**src/rtl/mem_access_unit.sv**
```systemverilog
// Memory-stage data-bus engine: launches one load/store per op on a split address/data
// handshake bus, aligns store lanes, extracts/extends load data and drains killed ops.
module mem_access_unit #(
    parameter int XLEN   = 64,
    parameter int ADDR_W = 64
) (
    input  logic                clk,
    input  logic                reset,
    input  logic                req_valid,
    input  logic                req_write,
    input  logic [1:0]          req_size,
    input  logic                req_unsigned,
    input  logic [ADDR_W-1:0]   req_addr,
    input  logic [XLEN-1:0]     req_wdata,
    input  logic                flush,
    output logic                stall,
    output logic                resp_valid,
    output logic [XLEN-1:0]     resp_rdata,
    output logic                misalign,
    output logic                dreq_valid,
    output logic [ADDR_W-1:0]   dreq_addr,
    output logic [2:0]          dreq_size,
    output logic [XLEN/8-1:0]   dreq_strobe,
    output logic [XLEN-1:0]     dreq_data,
    input  logic                dresp_addr_ok,
    input  logic                dresp_data_ok,
    input  logic [XLEN-1:0]     dresp_data
);
    localparam int STRB_W = XLEN / 8;
    localparam int OFF_W  = $clog2(STRB_W);

    typedef enum logic [2:0] {IDLE, ADDR, DATA, RESP, DRAIN} state_t;

    function automatic logic [STRB_W-1:0] store_strobe(input logic [1:0] size,
                                                       input logic [OFF_W-1:0] off);
        logic [STRB_W-1:0] lanes;
        lanes = '0;
        for (int i = 0; i < STRB_W; i++) begin
            if (i < (1 << size)) lanes[i] = 1'b1;
        end
        return lanes << off;
    endfunction

    // Bits above the access width replicate its top bit unless zero-extension is requested.
    function automatic logic [XLEN-1:0] load_extend(input logic [XLEN-1:0] word,
                                                    input logic [OFF_W-1:0] off,
                                                    input logic [1:0] size,
                                                    input logic uns);
        logic [XLEN-1:0] shifted;
        logic [XLEN-1:0] result;
        logic            sign;
        shifted = word >> {off, 3'b000};
        result  = '0;
        sign    = 1'b0;
        for (int i = 0; i < XLEN; i++) begin
            if (i < (8 << size)) begin
                result[i] = shifted[i];
                sign      = shifted[i];
            end else begin
                result[i] = sign & ~uns;
            end
        end
        return result;
    endfunction

    state_t              state_q, state_d;
    logic                dreq_valid_q, dreq_valid_d;
    logic [ADDR_W-1:0]   dreq_addr_q, dreq_addr_d;
    logic [2:0]          dreq_size_q, dreq_size_d;
    logic [STRB_W-1:0]   dreq_strobe_q, dreq_strobe_d;
    logic [XLEN-1:0]     dreq_data_q, dreq_data_d;
    logic                op_write_q, op_write_d;
    logic                op_unsigned_q, op_unsigned_d;
    logic                resp_valid_q, resp_valid_d;
    logic [XLEN-1:0]     resp_rdata_q, resp_rdata_d;
    logic                legal;
    logic                launch;
    logic [XLEN-1:0]     load_result;

    assign legal = ((1 << req_size) <= STRB_W) &&
                   ((req_addr[OFF_W-1:0] & OFF_W'((1 << req_size) - 1)) == '0);
    assign launch = req_valid && legal && !flush;
    assign load_result = op_write_q ? '0
                       : load_extend(dresp_data, dreq_addr_q[OFF_W-1:0], dreq_size_q[1:0],
                                     op_unsigned_q);

    always_comb begin
        state_d       = state_q;
        dreq_valid_d  = dreq_valid_q;
        dreq_addr_d   = dreq_addr_q;
        dreq_size_d   = dreq_size_q;
        dreq_strobe_d = dreq_strobe_q;
        dreq_data_d   = dreq_data_q;
        op_write_d    = op_write_q;
        op_unsigned_d = op_unsigned_q;
        resp_valid_d  = 1'b0;
        resp_rdata_d  = resp_rdata_q;
        case (state_q)
            IDLE: begin
                if (launch) begin
                    state_d       = ADDR;
                    dreq_valid_d  = 1'b1;
                    dreq_addr_d   = req_addr;
                    dreq_size_d   = {1'b0, req_size};
                    dreq_strobe_d = req_write ? store_strobe(req_size, req_addr[OFF_W-1:0]) : '0;
                    dreq_data_d   = req_write ? (req_wdata << {req_addr[OFF_W-1:0], 3'b000}) : '0;
                    op_write_d    = req_write;
                    op_unsigned_d = req_unsigned;
                end
            end
            ADDR: begin
                if (flush) begin
                    dreq_valid_d = 1'b0;
                    state_d      = (dresp_addr_ok && !dresp_data_ok) ? DRAIN : IDLE;
                end else if (dresp_addr_ok) begin
                    dreq_valid_d = 1'b0;
                    if (dresp_data_ok) begin
                        state_d      = RESP;
                        resp_valid_d = 1'b1;
                        resp_rdata_d = load_result;
                    end else begin
                        state_d = DATA;
                    end
                end
            end
            DATA: begin
                if (dresp_data_ok) begin
                    if (flush) begin
                        state_d = IDLE;
                    end else begin
                        state_d      = RESP;
                        resp_valid_d = 1'b1;
                        resp_rdata_d = load_result;
                    end
                end else if (flush) begin
                    state_d = DRAIN;
                end
            end
            RESP:    state_d = IDLE;
            DRAIN:   if (dresp_data_ok) state_d = IDLE;
            default: state_d = IDLE;
        endcase
    end

    always_ff @(posedge clk) begin
        if (reset) begin
            state_q       <= IDLE;
            dreq_valid_q  <= 1'b0;
            dreq_addr_q   <= '0;
            dreq_size_q   <= '0;
            dreq_strobe_q <= '0;
            dreq_data_q   <= '0;
            op_write_q    <= 1'b0;
            op_unsigned_q <= 1'b0;
            resp_valid_q  <= 1'b0;
            resp_rdata_q  <= '0;
        end else begin
            state_q       <= state_d;
            dreq_valid_q  <= dreq_valid_d;
            dreq_addr_q   <= dreq_addr_d;
            dreq_size_q   <= dreq_size_d;
            dreq_strobe_q <= dreq_strobe_d;
            dreq_data_q   <= dreq_data_d;
            op_write_q    <= op_write_d;
            op_unsigned_q <= op_unsigned_d;
            resp_valid_q  <= resp_valid_d;
            resp_rdata_q  <= resp_rdata_d;
        end
    end

    // A flush arriving in RESP kills the response already sitting in the register.
    assign resp_valid  = resp_valid_q && !flush;
    assign resp_rdata  = resp_rdata_q;
    assign misalign    = req_valid && !legal && (state_q == IDLE);
    assign stall       = (state_q == IDLE && launch) || (state_q == ADDR) || (state_q == DATA) ||
                         (state_q == DRAIN && req_valid);
    assign dreq_valid  = dreq_valid_q;
    assign dreq_addr   = dreq_addr_q;
    assign dreq_size   = dreq_size_q;
    assign dreq_strobe = dreq_strobe_q;
    assign dreq_data   = dreq_data_q;
endmodule

```
**config.mk**
```make
export PLATFORM = sky130hd
export DESIGN_NAME = mem_access_unit
export DESIGN_NICKNAME = d
export VERILOG_FILES = /design/src/rtl/mem_access_unit.sv
export SDC_FILE = /design/constraint.sdc
export NUM_CORES = 1
export LEC_CHECK = 0
export ABC_CLOCK_PERIOD_IN_PS = 3550
export CAP_MARGIN = 30
export CORE_UTILIZATION = 45
export CTS_CLUSTER_SIZE = 40
export DETAILED_ROUTE_END_ITERATION = 16
export PLACE_DENSITY = 0.85
export RECOVER_POWER = 50
export SLEW_MARGIN = 20
export SYNTH_ARGS = -nofsm -noshare
export SYNTH_HDL_FRONTEND = slang
export SYNTH_SLANG_ARGS = --single-unit
```
**constraint.sdc**
```tcl
create_clock -name clk -period 3.55 [get_ports clk]
set_clock_uncertainty 0.05 [all_clocks]
set_input_delay 0.8875 -clock clk [delete_from_list [all_inputs] [get_ports clk]]
set_output_delay 0.8875 -clock clk [all_outputs]
set_load 0.03 [all_outputs]
```
# Word-level counts from Yosys, hierarchy flattened
# Index checks and enable logic that the tools add are counted.
[totals]
reg_bits = 209
output_inout_bits = 207
[op_classes]
add_sub_neg = 1
order_cmp = 73
n_eq_ne = 12
n_shift = 5
mux = 179
bitwise_logic = 65
n_reduce_logical = 23
[ops]
columns = ["operator", "n"]
rows = [
  ["$lt A7 B32 Y1 const A", 32],
  ["$lt A6 B32 Y1 const A", 16],
  ["$mux W64", 7],
  ["$lt A4 B32 Y1 const A", 8],
  ["$lt A5 B32 Y1 const A", 8],
  ["$mux W1", 159],
  ["$lt A3 B32 Y1 const A", 4],
  ["$pmux W64 S2", 1],
  ["$lt A1 B32 Y1 const A", 2],
  ["$lt A2 B32 Y1 const A", 2],
  ["$shl A64 B6 Y64", 1],
  ["$shr A64 B6 Y64", 1],
  ["$and A1 B1 Y1", 63],
  ["$le A32 B5 Y1 const B", 1],
  ["$shl A1 B2 Y32 const A", 1],
  ["$shl A4 B2 Y32 const A", 1],
  ["$mux W3", 7],
  ["$ne A2 B2 Y1 const B", 7],
  ["$pmux W3 S4", 1],
  ["$logic_and A1 B1 Y1", 9],
  ["$mux W8", 1],
  ["$shl A8 B3 Y8", 1],
  ["$logic_not A3 Y1", 2],
  ["$ne A3 B3 Y1 const B", 2],
  ["15 further kinds", 21],
]

# Longest topological paths before layout
[logic_depth]
ltp_word = 72
ltp_mapped = 9
depth_no_buf = 5

# Worst setup path after synthesis
# No wires, ideal clock.
[synth_timing]
path_kind = "input to output"
startpoint = "input port req_addr[1]"
endpoint = "output port stall"
t_arrival_ps = 2496
slack_ps = 116
stages = 7
path_cell_list = "clkbuf_1 -> a21o_1 -> a2111o_1 -> buf_6 -> buf_2 -> buf_2 -> o221ai_1"
[synth_via]
elab_chain_len = 9
[synth_rtl]
columns = ["element", "line_no", "text"]
rows = [
  ["start: declaration", "13", "input logic [ADDR_W-1:0] req_addr,"],
  ["$and A3 B3 Y3", "81", "((req_addr[OFF_W-1:0] & OFF_W'((1 << req_size) - 1)) == '0);"],
  ["$logic_not A3 Y1", "81", ""],
  ["$logic_and A1 B1 Y1", "80", "assign legal = ((1 << req_size) <= STRB_W) &&"],
  ["$logic_and A1 B1 Y1 (2 in series)", "82", "assign launch = req_valid && legal && !flush;"],
  ["$logic_and A1 B1 Y1", "175", "assign stall = (state_q == IDLE && launch) || (state_q == ADDR) || (state_q == DATA) ||"],
  ["$logic_or A1 B1 Y1 (3 in series)", "175", ""],
  ["end: declaration", "16", "output logic stall,"],
]
# Every way passes these cells.

# Worst setup path in the final report
[layout_timing]
startpoint = "input port req_valid"
endpoint = "output port stall"
[layout_via]
elab_chain_len = 6
word_cells_on_any_way = 7
cone_classes = "reduce/logical: 7"
[layout_rtl]
columns = ["element", "line_no", "text"]
rows = [
  ["start: declaration", "9", "input logic req_valid,"],
  ["$logic_and A1 B1 Y1 (2 in series)", "82", ""],
  ["$logic_and A1 B1 Y1", "175", ""],
  ["$logic_or A1 B1 Y1 (2 in series)", "175", ""],
  ["$logic_or A1 B1 Y1 *", "175", ""],
]
# Mark *: on every way between the ends. The rest lies on a longest branch, timed or not.

==> impl_metrics.py <==
metrics = {
    "cts": {
        "clk_latency_ns": 0.51,
        "cts_tree": "yes",
        "cts_buffers": 24,
        "hold_buffers": 0,
        "cts_setup_buffers": 0,
        "h-tree-depth": 1,
        "clk_pin_slew_ns": 0.07,
        "cts_sinks": 209,
        "cts_resized": 0,
        "cts.path.max_buffers": 3,
        "cts_root_buf": "clkbuf_16",
    },
    "pwr": {
        "max-vdd-ir-drop_uv": 397,
        "p_leak_nw": 6.23,
        "power_density_nw_per_um2": 382,
        "finalPower_mw": 6.16,
    },
    "grt": {
        "grt_start_max_net_pins": 147,
        "grt_pass1_wl_mm": 64.8,
        "grtUsageTotal_pct": 34.0,
        "grt.overflow.total": 0,
        "grt_pass1_vias": 11300,
        "grt_antenna_before_repair": 3,
    },
    "synth": {
        "synth_cell_type_count": 55,
        "ys_seq_area_share_pct": 38.0,
        "syn-num-nets": 1480,
        "syn-cell-area_um2": 11000,
        "synth_edf_count": 0,
        "syn_avg_cell_area_um2": 8.62,
        "yosysWarnings": 0,
        "synth.most_common_cell": "nand2_1",
        "async_flop_share_pct": 0,
        "synth-seq-cells": 209,
        "synth_top_area_share_pct": 38.0,
        "synth_ff_type": "dfxtp_1",
        "synth_commonest_cells": "nand2_1 (223), dfxtp_1 (209), a21oi_1 (144), nor2_1 (71)",
        "synth_top_area_cell": "dfxtp_1",
        "synth_cells": 1278,
        "synthTopCellsByArea": "dfxtp_1 (38%), nand2_1 (7.6%), mux4_2 (6.7%)",
    },
    "sta": {
        "setup_tns_ns": 0,
        "max_freq_ghz": 0.287,
        "timing.final.crit_share_pct": 98.1,
        "hold_violations": 0,
        "setup_violations": 0,
        "slew_headroom_pct": -9.82,
        "report.final.slew_viol_count": 147,
        "whs_ns": 0.397,
        "rsz0062_at_grt": "no",
        "worst_slew_pin_slew_ns": 1.65,
        "setup_slack_ns": 0.0688,
        "min_period_ns": 3.48,
    },
    "finish": {
        "multi_input_area_um2": 6190,
        "nFillCells": 1838,
        "drive_above_1_share_pct": 11.4,
        "area_delta_synth_final_pct": 46.3,
        "fin_area_um2": 16100,
        "finalNetCount": 1826,
        "fin_util_pct": 67.9,
        "regArea_um2": 4190,
        "stdcell_count": 1964,
    },
    "placement": {
        "post-dp-hpwl_mm": 31.7,
        "placed_area_um2": 15300,
        "place.gp.congestion": 1.00,
        "dp.cells": 1917,
        "port_buffers": 407,
        "dp_slack_ns": 0.0469,
    },
    "worst_setup_path": {
        "r2r-start": "state_q[1]$_SDFFE_PP0P_",
        "r2r-end": "dreq_data[4]$_SDFFE_PP0P_",
        "cpPeakStageDelay_ns": 0.51,
        "worst_setup_path_start_kind": "primary input",
        "crit_chain": "clkdlybuf4s50_1 > or3b_4 > a2111o_2 > o221ai_1 > buf_4",
        "cp_data_required_time_ns": 2.61,
        "critPathSlowestCell": "clkdlybuf4s50_1",
        "crit_end": "stall",
        "r2r_setup_slack_ns": 0.51,
        "endpoint_kind": "primary output",
        "critPathLaunch": "req_valid",
        "crit_fanout": 3,
        "crit_type": "in -> out",
        "crit_arrival_ns": 2.54,
        "reg2reg_depth": 7,
    },
    "drt": {
        "wl_met3_mm": 4.53,
        "drc": 0,
        "met2_length_mm": 20.3,
        "wl_per_cell_um": 22.2,
        "firstDrtPassIters": 8,
        "highest_layer": "met4",
        "first_iter_violations": 1207,
        "m1WireLength_mm": 15.7,
        "drtAntennaViolNets": 0,
        "num_vias": 11700,
        "viasPerCell": 5.96,
        "wl_mm": 43.6,
    },
    "floorplanning": {
        "die_x_um": 159,
        "initial_core_util_pct": 46.4,
        "io_pins": 409,
        "row_count": 56,
        "die_height_um": 159,
        "fp.dieArea_um2": 25100,
        "core_area_um2": 23800,
    },
    "min_path": {
        "hold_class": "reg -> reg",
    },
    "flow_run": {
        "cap_violations": 1,
    },
    "status": {
        "outcome": "complete, but fails checks",
        "violations": "max-capacitance violations, max-slew violations",
    },
}
[power breakdown]
group / switching, mW / leakage, nW / internal (mW)
logic: 0.594 / 4.12 / 0.513
registers: 0.0372 / 1.69 / 2.39
clock network: 1.03 / 0.416 / 1.59
total: 1.66 / 6.23 / 4.50
[cell usage in the layout (no fill, tap or decap), drive strengths merged, types with 41 or more instances in the layout]
cell | synthesis | layout
a21oi | 144 | 144
buf | 56 | 41
clkdlybuf4s50 | 0 | 228
dfxtp | 209 | 209
dlygate4sd3 | 0 | 174
mux2 | 61 | 61
mux2i | 68 | 68
nand2 | 223 | 223
nor2 | 71 | 71
o21ai | 54 | 54
[registers in the layout, summed over array words and instances, names as in the netlist]
signal	cells
dreq_data	64
dreq_strobe	8
op_unsigned_q	1
state_q	3
resp_rdata	64
op_write_q	1
dreq_size	2
dreq_valid	1
resp_valid_q	1
dreq_addr	64
[cell families (layout without fill, tap and decap cells)]
kind of cell	Yosys count	after routing	share of synthesized area, %
AOI/OAI and AO/OA	354	354	20.7
buffers and inverters	152	516	5.86
DFF	209	209	38.0
muxes	162	162	19.2
other	1	4	0.0340
and+or+nand+nor	400	400	16.3
[layout make-up]
cell class,count,area share [%]
Inverter,28,0.652
Clock buffer,29,3.97
Clock inverter,15,1.22
Sequential cell,209,26.0
Timing Repair Buffer,444,27.2
Multi-Input combinational cell,917,38.4
Tap cell,319,2.48
Antenna cell,3,0.0466
[worst min path at each step]
stage | end | from | cells past startpoint | slack, ns
global placement | resp_rdata[15]$_SDFFE_PP0P_ | resp_rdata[15]$_SDFFE_PP0P_ | 2 | 0.38
global route | dreq_addr[26]$_SDFFE_PP0P_ | dreq_addr[26]$_SDFFE_PP0P_ | 2 | 0.42
detailed placement | resp_rdata[15]$_SDFFE_PP0P_ | resp_rdata[15]$_SDFFE_PP0P_ | 2 | 0.39
floorplan | op_write_q$_SDFFE_PP0P_ | op_write_q$_SDFFE_PP0P_ | 2 | 0.42
CTS | dreq_addr[19]$_SDFFE_PP0P_ | dreq_addr[19]$_SDFFE_PP0P_ | 2 | 0.40
finish | resp_rdata[15]$_SDFFE_PP0P_ | resp_rdata[15]$_SDFFE_PP0P_ | 2 | 0.40
[critical path, delay by kind of cell]
kind | cells | cell delay [ns]
compound gates | 2 | 0.53
buf+inv | 2 | 0.71
simple gates | 1 | 0.42
[layer usage]
layer	vias up	track usage, %
li1	5316	-
met1	5476	38.1
met2	741	55.8
met3	168	10.1
met4	0	23.1
met5	-	0
Note: power is estimated with default switching activity, not from simulation.
